[src/rtl/audio_pwm_out.sv]
// audio_pwm_out: samples the summed piano waveform once per 256-clock PWM period,
// scales it by an attack/release envelope gain and drives a single-bit PWM pin.
`default_nettype none

module audio_pwm_out #(
  parameter int RAMP_DIV = 4
) (
  input  logic       clk,
  input  logic       rst_n,
  input  logic [7:0] wave,
  input  logic [7:0] keys,
  output logic       pwm_out,
  output logic       sample_tick,
  output logic [4:0] gain,
  output logic       active
);

  localparam int RC_W = (RAMP_DIV > 1) ? $clog2(RAMP_DIV) : 1;
  localparam logic [RC_W-1:0] RC_MAX = RC_W'(RAMP_DIV - 1);

  typedef enum logic [1:0] {
    IDLE      = 2'd0,
    RAMP_UP   = 2'd1,
    PLAY      = 2'd2,
    RAMP_DOWN = 2'd3
  } state_t;

  state_t            state_q, state_d;
  logic [7:0]        cnt_q, cnt_d;
  logic [7:0]        duty_q, duty_d;
  logic              pwm_q, pwm_d;
  logic [4:0]        gain_q, gain_d;
  logic [RC_W-1:0]   rc_q, rc_d;

  logic              boundary;
  logic              key_active;
  logic              rc_last;
  logic signed [11:0] wave_s;
  logic signed [11:0] gain_s;
  logic signed [11:0] prod;
  logic [7:0]        duty_new;

  assign boundary   = (cnt_q == 8'd255);
  assign key_active = |keys;
  assign rc_last    = (rc_q == RC_MAX);

  // Product range [-2048,2032] fits 12 signed bits exactly; the floor shift
  // lands in [-128,127], so flipping the sign bit re-biases it to 0..255.
  assign wave_s   = $signed({4'b0000, wave}) - 12'sd128;
  assign gain_s   = $signed({7'b0000000, gain_q});
  assign prod     = wave_s * gain_s;
  assign duty_new = 8'(prod >>> 4) ^ 8'h80;

  always_comb begin
    cnt_d   = cnt_q + 8'd1;
    pwm_d   = (cnt_q < duty_q);
    duty_d  = duty_q;
    gain_d  = gain_q;
    rc_d    = rc_q;
    state_d = state_q;
    if (boundary) begin
      duty_d = duty_new;
      case (state_q)
        IDLE: begin
          gain_d = 5'd0;
          if (key_active) begin
            state_d = RAMP_UP;
            rc_d    = '0;
          end
        end
        RAMP_UP: begin
          if (!key_active) begin
            state_d = RAMP_DOWN;
            rc_d    = '0;
          end else if (rc_last) begin
            rc_d   = '0;
            gain_d = gain_q + 5'd1;
            if (gain_q >= 5'd15) begin
              gain_d  = 5'd16;
              state_d = PLAY;
            end
          end else begin
            rc_d = rc_q + RC_W'(1);
          end
        end
        PLAY: begin
          gain_d = 5'd16;
          if (!key_active) begin
            state_d = RAMP_DOWN;
            rc_d    = '0;
          end
        end
        RAMP_DOWN: begin
          if (key_active) begin
            state_d = RAMP_UP;
            rc_d    = '0;
          end else if (gain_q == 5'd0) begin
            // Released before the first attack step: nothing left to ramp.
            state_d = IDLE;
            rc_d    = '0;
          end else if (rc_last) begin
            rc_d   = '0;
            gain_d = gain_q - 5'd1;
            if (gain_q == 5'd1) state_d = IDLE;
          end else begin
            rc_d = rc_q + RC_W'(1);
          end
        end
        default: begin
          state_d = IDLE;
          gain_d  = 5'd0;
          rc_d    = '0;
        end
      endcase
    end
  end

  always_ff @(posedge clk or negedge rst_n) begin
    if (!rst_n) begin
      state_q <= IDLE;
      cnt_q   <= 8'd0;
      duty_q  <= 8'd128;
      pwm_q   <= 1'b0;
      gain_q  <= 5'd0;
      rc_q    <= '0;
    end else begin
      state_q <= state_d;
      cnt_q   <= cnt_d;
      duty_q  <= duty_d;
      pwm_q   <= pwm_d;
      gain_q  <= gain_d;
      rc_q    <= rc_d;
    end
  end

  assign pwm_out     = pwm_q;
  assign sample_tick = boundary;
  assign gain        = gain_q;
  assign active      = (state_q != IDLE);

endmodule

`default_nettype wire

[config.mk]
export PLATFORM = sky130hd
export DESIGN_NAME = audio_pwm_out
export DESIGN_NICKNAME = d
export VERILOG_FILES = /design/src/rtl/audio_pwm_out.sv
export SDC_FILE = /design/constraint.sdc
export NUM_CORES = 1
export LEC_CHECK = 0
export ABC_CLOCK_PERIOD_IN_PS = 5600
export BUFFER_PORTS_ARGS = -buffer_cell sky130_fd_sc_hd__buf_2
export CORE_MARGIN = 10
export CORE_UTILIZATION = 50
export CTS_BUF_LIST = sky130_fd_sc_hd__clkbuf_4
export DETAILED_ROUTE_END_ITERATION = 10
export PLACE_DENSITY = 0.8
export SYNTH_ARGS = -nofsm -noshare
export SYNTH_HDL_FRONTEND = slang
export SYNTH_SLANG_ARGS = --single-unit
[constraint.sdc]
create_clock -name clk -period 5.6 [get_ports clk]
set_input_delay 0.56 -clock clk [delete_from_list [all_inputs] [get_ports clk]]
set_output_delay 0.56 -clock clk [all_outputs]
set_load 0.02 [all_outputs]
==> results.yml, run 1 <==
logic_synthesis:
  synthFlopType: "dfrtp_1"
  ys_seq_area_frac: 0.227
  netlist_area_mm2: 0.00287
  avgSynthCellArea_um2: 9.29
  synthArstFlopShare: 1.00
  yosys.cell_types.count: 47
  ys_ff_latch: 26
  yosysWarningCount: 0
  syn-num-nets: 383
  synthCells: 309
  synth_edf_count: 0
power_and_ir_drop:
  switching_share: 0.202
  p_comb_frac: 0.044
  power_switching_uw: 67.2
  pwr-share-seq: 0.565
  powerDensity_mw_per_mm2: 107
  ir_drop_uv: 92.4
  power.internal_uw: 266
  p_clk_frac: 0.392
  p_leak_uw: 0.00165
grt:
  grt_pass1_wl_um: 9520
  grt_max_degree: 27
  antenna_found_initial: 0
  grt-ovfl-total: 0
  track_usage: 0.124
  grt_pass1_vias: 2232
cts:
  cts.reportedPaths.clkPinSlew_ns: 0.14
  numClockSinks: 26
  cts_buffers: 3
  clkLatencyLatePin_ns: 0.33
  cts_max_level: 1
  post_cts_buffers: 0
  postCtsHoldBufs: 0
  clock_path_buffers: 2
  ctsResizeCount: 0
  clockRootBuffer: "clkbuf_4"
  cts_tree: "built"
timing:
  period_needed_ns: 3.95
  setup_tns_ns: 0
  max_slew_margin: 0.614
  setup_viol: 0
  final_max_slew_viol_count: 0
  skew_ns: 0.00549
  hold_viol: 0
  rsz0062_at_grt: "false"
  worst_slew_pin_slew_ns: 0.579
  fmax_ghz: 0.253
  period_share: 0.706
setup_path:
  worstRegToRegCells: 13
  slowest_delay_ns: 0.57
  cp.arrival_ns: 4.22
  crit_buf_inv: 2
  path_max_fanout: 17
  worst_setup_path_start_kind: "flop"
  worstReg2RegEnd: "duty_q[7]"
  critPathCaptureType: "flop"
  crit_slowest_cell: "dfrtp_1"
  reg2reg_from: "gain[2]"
  critPathTopFamily: "adder cells"
  worstSetupPathType: "reg -> reg"
  crit_start: "gain[2]"
  path_cells: "and2_1 -> fa_1 -> inv_1 -> fa_1 -> fa_1 -> inv_1 -> ha_1 -> nor2b_1 -> o21a_1 -> a31o_2 -> o41ai_1 -> xnor2_1 -> o21ai_1"
  critPathRequiredTime_ns: 5.87
  r2r_slack_ns: 1.65
  crit_top_cell: "fa_1"
job:
  drv_cap: 0
floorplanning:
  core_area_mm2: 0.00554
  die-area_mm2: 0.00917
  die_w_um: 95.8
  rows: 27
  start_util: 0.518
  die_h_um: 95.8
  ioPinCount: 26
detailed_routing:
  num_vias: 2075
  post-route-drc-count: 0
  avgViaCountPerCell: 5.15
  drt_wl_total_um: 5110
  wl_per_cell_um: 12.7
  drt_iter0_drc: 58
  firstDrtPassIters: 4
  postRouteAntennaNets: 0
worst_hold_path:
  hold_class: "in -> async"
layout:
  final_common_cell: "inv_1"
  nNetsFinal: 406
  diodes: 0
  fin_cells: 403
  area_growth_pct: 8.37
  fillCellCount: 508
  final_util: 0.562
  final_cell_mix: "49 x inv_1, 34 x ha_1, 31 x and2_1"
  drive_gt1_frac: 0.136
run_status:
  outcome: "complete, no violations"
placement:
  portBuffers: 25
  gp_congestion: 0.812
  hpwl_um: 4240
  place_inst: 399
synthesized netlist by cell type, types with 2 or more instances:
master,number,share of area
inv_1,49,0.064
ha_1,34,0.15
and2_1,31,0.068
dfrtp_1,25,0.22
fa_1,22,0.15
nand2_1,19,0.025
nor2_1,17,0.022
o21ai_0,15,0.026
xnor2_1,12,0.037
xor2_1,9,0.027
a21oi_1,7,0.012
clkbuf_1,6,0.0078
mux2_1,6,0.024
nand2b_1,4,0.0087
nand3_1,4,0.0070
nor3_1,4,0.0070
nand4_1,3,0.0065
nor2b_1,3,0.0065
a21o_1,2,0.0052
a221oi_1,2,0.0061
a311oi_1,2,0.0061
and3_1,2,0.0044
nand2_2,2,0.0044
nor3b_1,2,0.0052
nor4_4,2,0.015
o21a_1,2,0.0052
o21ai_1,2,0.0035
o41ai_1,2,0.0061
power groups by stage:
stage	Sequential [uW]	Combinational [uW]	Clock, uW
6_report	188	14.6	130
5_1_grt	188	16.6	143
4_1_cts	188	15.1	135
3_5_place_dp	191	15.0	0
3_3_place_gp	191	14.4	0
2_1_floorplan	191	1.48	0
worst max-delay path by stage:
| stage | slack (ns) | to | cells past startpoint |
|---|---|---|---|
| detailed placement | 1.57 | duty_q[7] | 14 |
| floorplan | 1.69 | duty_q[7] | 14 |
| CTS | 1.64 | duty_q[6] | 13 |
| finish | 1.65 | duty_q[7] | 13 |
| global route | 1.35 | duty_q[7] | 14 |
| global placement | 1.62 | duty_q[6] | 14 |
sequential cells by signal, indices dropped and copies added, names as in the netlist:
register  flops
gain          5
pwm_out       1
state_q       2
rc_q          2
duty_q        8
cnt_q         8
cells by family after synthesis:
group	after synthesis	synth area share
AND/OR/NAND/NOR	100	0.204
adder cells (fa/ha/maj)	56	0.302
AO/OA/AOI/OAI	41	0.0976
flip-flops	26	0.227
XOR/XNOR	21	0.0641
buffers and inverters	57	0.0749
multiplexers	8	0.0309
worst reg2reg max path, stage by stage, from the launching register on:
cell and delay, ns:
dfrtp_1 0.57, and2_1 0.24, fa_1 0.53, inv_1 0.05
fa_1 0.46, fa_1 0.54, inv_1 0.04, ha_1 0.33
nor2b_1 0.15, o21a_1 0.19, a31o_2 0.26, o41ai_1 0.30
xnor2_1 0.17, o21ai_1 0.07
routing by layer:
metal,routed length [um],track usage,share of wire,up-vias
met5,0,0,0,-
met4,70,0.0381,0.014,0
met3,100,0.0163,0.020,6
met2,2560,0.219,0.50,21
met1,2380,0.152,0.47,1001
li1,-,-,-,1047
layout make-up:
cell class | instances | area [um^2] | share of cell area
Timing Repair Buffer | 25 | 125 | 0.0402
Sequential cell | 26 | 652 | 0.209
Multi-Input combinational cell | 226 | 2000 | 0.644
Inverter | 50 | 188 | 0.0603
Clock buffer | 3 | 22.5 | 0.00724
Clock inverter | 1 | 30.0 | 0.00965
Tap cell | 72 | 90.1 | 0.0290
per-stage QoR:
step / hold slack (ns) / instance area [um^2] / setup WS (ns) / power, uW
floorplan: 0.264 / 2870 / 1.69 / 193
global placement: 0.455 / 3060 / 1.62 / 206
detailed placement: 0.456 / 3060 / 1.57 / 206
CTS: 0.214 / 3110 / 1.64 / 338
global route: 0.226 / 3110 / 1.35 / 347
finish: 0.206 / 3110 / 1.65 / 333
(Power assumes the default switching activity.)
==> run 2, diff against run 1 <==
- ABC_CLOCK_PERIOD_IN_PS: 5600 -> 3400
- PLACE_DENSITY: 0.8 -> 0.83
- clock period: 5.6 -> 3.4 ns (I/O delays scaled with it)
==> results.yml, run 2 (synthesis gave the netlist of run 1 again) <==
run_status:
  outcome: "finished, violations left"
  violations: "negative setup slack"
power_and_ir_drop:
  ir_drop_uv: 138
  p_leak_uw: 0.00184
  switching_share: 0.212
  pwr-share-seq: 0.554
  power_switching_uw: 118
  powerDensity_mw_per_mm2: 160
  power.internal_uw: 440
  p_comb_frac: 0.052
  p_clk_frac: 0.395
timing:
  setup_tns_ns: -0.650
  period_needed_ns: 3.61
  fmax_ghz: 0.277
  skew_ns: 0.00855
  worst_slew_pin_slew_ns: 0.591
  rsz0062_at_grt: "true"
  hold_viol: 0
  setup_ws_ns: -0.207
  max_slew_margin: 0.606
  period_share: 1.06
  setup_viol: 5
  final_max_slew_viol_count: 0
grt:
  grt_max_degree: 27
  track_usage: 0.135
  antenna_found_initial: 0
  grt-ovfl-total: 0
  grt_pass1_wl_um: 10300
  grt_pass1_vias: 2349
cts:
  cts_max_level: 1
  clock_path_buffers: 2
  cts.reportedPaths.clkPinSlew_ns: 0.15
  clkLatencyLatePin_ns: 0.34
  numClockSinks: 26
  cts_tree: "built"
  clockRootBuffer: "clkbuf_4"
  cts_buffers: 3
setup_path:
  worst_setup_path_start_kind: "flop"
  critPathCaptureType: "flop"
  path_max_fanout: 4
  worstSetupPathType: "reg -> reg"
  cp.arrival_ns: 3.88
  critPathRequiredTime_ns: 3.67
placement:
  place_inst: 425
  hpwl_um: 4690
  portBuffers: 25
  gp_congestion: 0.860
detailed_routing:
  postRouteAntennaNets: 0
  drt_iter0_drc: 88
  drt_wl_total_um: 6150
  post-route-drc-count: 0
  avgViaCountPerCell: 5.12
  firstDrtPassIters: 4
  wl_per_cell_um: 14.1
  num_vias: 2237
floorplanning:
  die_w_um: 95.8
  start_util: 0.518
  ioPinCount: 26
  die-area_mm2: 0.00917
  rows: 27
  core_area_mm2: 0.00554
  die_h_um: 95.8
worst_hold_path:
  hold_class: "in -> reg"
layout:
  seq_area_um2: 656
  diodes: 0
  multiInputGateArea_mm2: 0.00210
  final_cell_mix: "48 x inv_1, 31 x ha_1, 30 x buf_4"
  drive_gt1_frac: 0.274
  fillCellCount: 441
  final_common_cell: "inv_1"
  fin_cells: 437
  nNetsFinal: 440
  area_growth_pct: 21.5
job:
  drv_cap: 0
run 2: routing by layer:
layer  track usage  wire length (um)  vias to the layer above
met5             0                 0                        -
met4        0.0135                74                        0
met1         0.169              2680                     1074
met2         0.244              3190                       34
met3        0.0265               196                       10
li1              -                 -                     1119
run 2: layout make-up:
cell class / count / area share
clock buffer: 3 / 0.00646
clock inverter: 1 / 0.00861
inverter: 50 / 0.0538
multi-input combinational: 226 / 0.603
sequential: 26 / 0.188
tap: 72 / 0.0258
timing repair buffer: 59 / 0.114
run 2: timing repair:
item,4_1_cts,5_1_grt
pin swaps,10,5
setup buffers,2,5
resized for setup,7,13
endpoints found under the setup margin,4,7
hold buffers,1,0
endpoints found under the hold margin,14,0
run 2: final timing paths:
path	startpoint	end	slack, ns	cells past startpoint
worst max-delay path	gain[2]	duty_q[7]	-0.21	14
min in group asynchronous	rst_n	duty_q[3]	0.51	2
max in group asynchronous	rst_n	gain[0]	2.47	2
worst min-delay path	keys[2]	rc_q[1]	0.46	6
worst min register to register	duty_q[7]	duty_q[7]	0.49	2
worst max register to register	gain[2]	duty_q[7]	-0.21	14
run 2: worst max-delay path: stages (launching register included):
cell and delay [ns]:
dfrtp_2 0.47, buf_4 0.15, and2_1 0.14, fa_1 0.45, fa_1 0.50, inv_1 0.06, fa_1 0.53, inv_1 0.04
ha_1 0.30, inv_1 0.09, nor2_1 0.05, a31o_2 0.23, o41ai_2 0.30, xnor2_1 0.10, o21ai_1 0.13
run 2: per-stage QoR:
stage	instance area, um^2	power, uW	utilization	hold WS [ns]	setup WS (ns)
2_1_floorplan	2940	318	-	0.0444	-0.322
3_3_place_gp	3300	342	0.596	0.371	-0.216
3_5_place_dp	3300	343	0.596	0.379	-0.324
4_1_cts	3400	563	0.614	0.443	-0.177
5_1_grt	3490	580	0.630	0.502	-0.394
6_report	3490	559	0.630	0.460	-0.207
run 2: power by group through the flow:
stage	clock [uW]	combinational (uW)	sequential (uW)
5_1_grt	238	31.9	310
6_report	220	28.8	309
3_3_place_gp	0	27.2	315
3_5_place_dp	0	28.1	315
2_1_floorplan	0	2.43	315
4_1_cts	225	29.1	309
==> run 3, diff against run 2 <==
- ABC_CLOCK_PERIOD_IN_PS: 3400 -> 4530
- PLACE_DENSITY: 0.83 -> 0.8
- clock period: 3.4 -> 4.53 ns (I/O delays scaled with it)
==> results.yml, run 3 (synthesis gave the netlist of run 1 again) <==
run_status:
  outcome: "complete, no violations"
detailed_routing:
  postRouteAntennaNets: 0
  firstDrtPassIters: 4
  drt_wl_total_um: 5270
  wl_per_cell_um: 13.1
  num_vias: 2093
  drt_iter0_drc: 73
  avgViaCountPerCell: 5.18
  post-route-drc-count: 0
setup_path:
  cp.arrival_ns: 4.26
  critPathRequiredTime_ns: 4.74
  worstSetupPathType: "reg -> reg"
  r2r_slack_ns: 0.48
  critPathCaptureType: "flop"
  worst_setup_path_start_kind: "flop"
  path_max_fanout: 16
placement:
  pre_cts_slack_ns: 0.510
  hpwl_um: 4550
  place_inst: 400
  portBuffers: 25
  gp_congestion: 0.792
grt:
  antenna_found_initial: 0
  track_usage: 0.124
  grt_max_degree: 27
  grt-ovfl-total: 0
  grt_pass1_wl_um: 9480
  grt_pass1_vias: 2127
timing:
  period_share: 0.895
  period_needed_ns: 4.05
  worst_slew_pin_slew_ns: 0.568
  setup_viol: 0
  skew_ns: 0.0178
  setup_tns_ns: 0
  max_slew_margin: 0.621
  rsz0062_at_grt: "false"
  final_max_slew_viol_count: 0
  fmax_ghz: 0.247
  setup_ws_ns: 0.478
  hold_viol: 0
layout:
  final_common_cell: "inv_1"
  drive_gt1_frac: 0.139
  nNetsFinal: 407
  fin_cells: 404
  diodes: 0
  fillCellCount: 519
  final_util: 0.559
  final_cell_mix: "49 x inv_1, 34 x ha_1, 31 x and2_1"
  area_growth_pct: 7.84
floorplanning:
  die_h_um: 95.8
  start_util: 0.518
  ioPinCount: 26
  rows: 27
  die_w_um: 95.8
  die-area_mm2: 0.00917
  core_area_mm2: 0.00554
cts:
  post_cts_buffers: 0
  cts_tree: "built"
  clkLatencyLatePin_ns: 0.33
  cts_buffers: 3
  postCtsHoldBufs: 0
  cts.reportedPaths.clkPinSlew_ns: 0.15
  numClockSinks: 26
  cts_max_level: 1
  ctsResizeCount: 0
  clock_path_buffers: 2
  clockRootBuffer: "clkbuf_4"
worst_hold_path:
  hold_class: "in -> async"
power_and_ir_drop:
  ir_drop_uv: 87.1
  p_leak_uw: 0.00165
  powerDensity_mw_per_mm2: 116
job:
  drv_cap: 0
## run 3: final cells by class
type / instances / area [um^2] / area share
Multi-Input combinational cell: 226 / 2000 / 0.647
Sequential cell: 26 / 652 / 0.211
Inverter: 50 / 188 / 0.0606
Timing Repair Buffer: 26 / 133 / 0.0428
Tap cell: 72 / 90.1 / 0.0291
Clock buffer: 4 / 30.0 / 0.00970
## run 3: power by group
| group | switching, uW | internal [uW] | leakage (uW) |
|---|---|---|---|
| clock network | 68.9 | 40.4 | 0.0000184 |
| logic | 11.7 | 6.46 | 0.00133 |
| registers | 0 | 232 | 0.000304 |
| total | 80.6 | 279 | 0.00165 |
## run 3: critical path, cell delays in order (launching register included)
cell and delay (ns):
dfrtp_1 0.59, and2_1 0.27, fa_1 0.49, inv_1 0.06
fa_1 0.46, fa_1 0.54, inv_1 0.04, ha_1 0.33
a21oi_1 0.14, o21ai_0 0.16, a2111oi_0 0.45, o21bai_1 0.14
xnor2_1 0.16, o21ai_0 0.09
## run 3: stage by stage
| stage | power (uW) | cell area [um^2] | hold slack [ns] |
|---|---|---|---|
| after global placement | 255 | 3070 | 0.456 |
| final | 360 | 3100 | 0.0961 |
| after global routing | 376 | 3100 | 0.122 |
| after floorplan | 238 | 2870 | 0.157 |
| after CTS | 364 | 3100 | 0.123 |
| after detailed placement | 255 | 3070 | 0.460 |
## run 3: final timing paths
check,startpoint,endpoint,cells after the start
max,gain[0],duty_q[6],13
min,rst_n,gain[0],1
max reg2reg,gain[0],duty_q[6],13
min reg2reg,duty_q[7],duty_q[7],2
max in group asynchronous,rst_n,duty_q[7],1
min in group clk,duty_q[7],duty_q[7],2
## run 3: per-layer routing
layer	global-route usage	vias up	wire length [um]
met5	0	-	0
met1	0.159	1013	2430
met3	0.0163	6	120
met2	0.217	31	2650
met4	0.0295	0	69
li1	-	1043	-
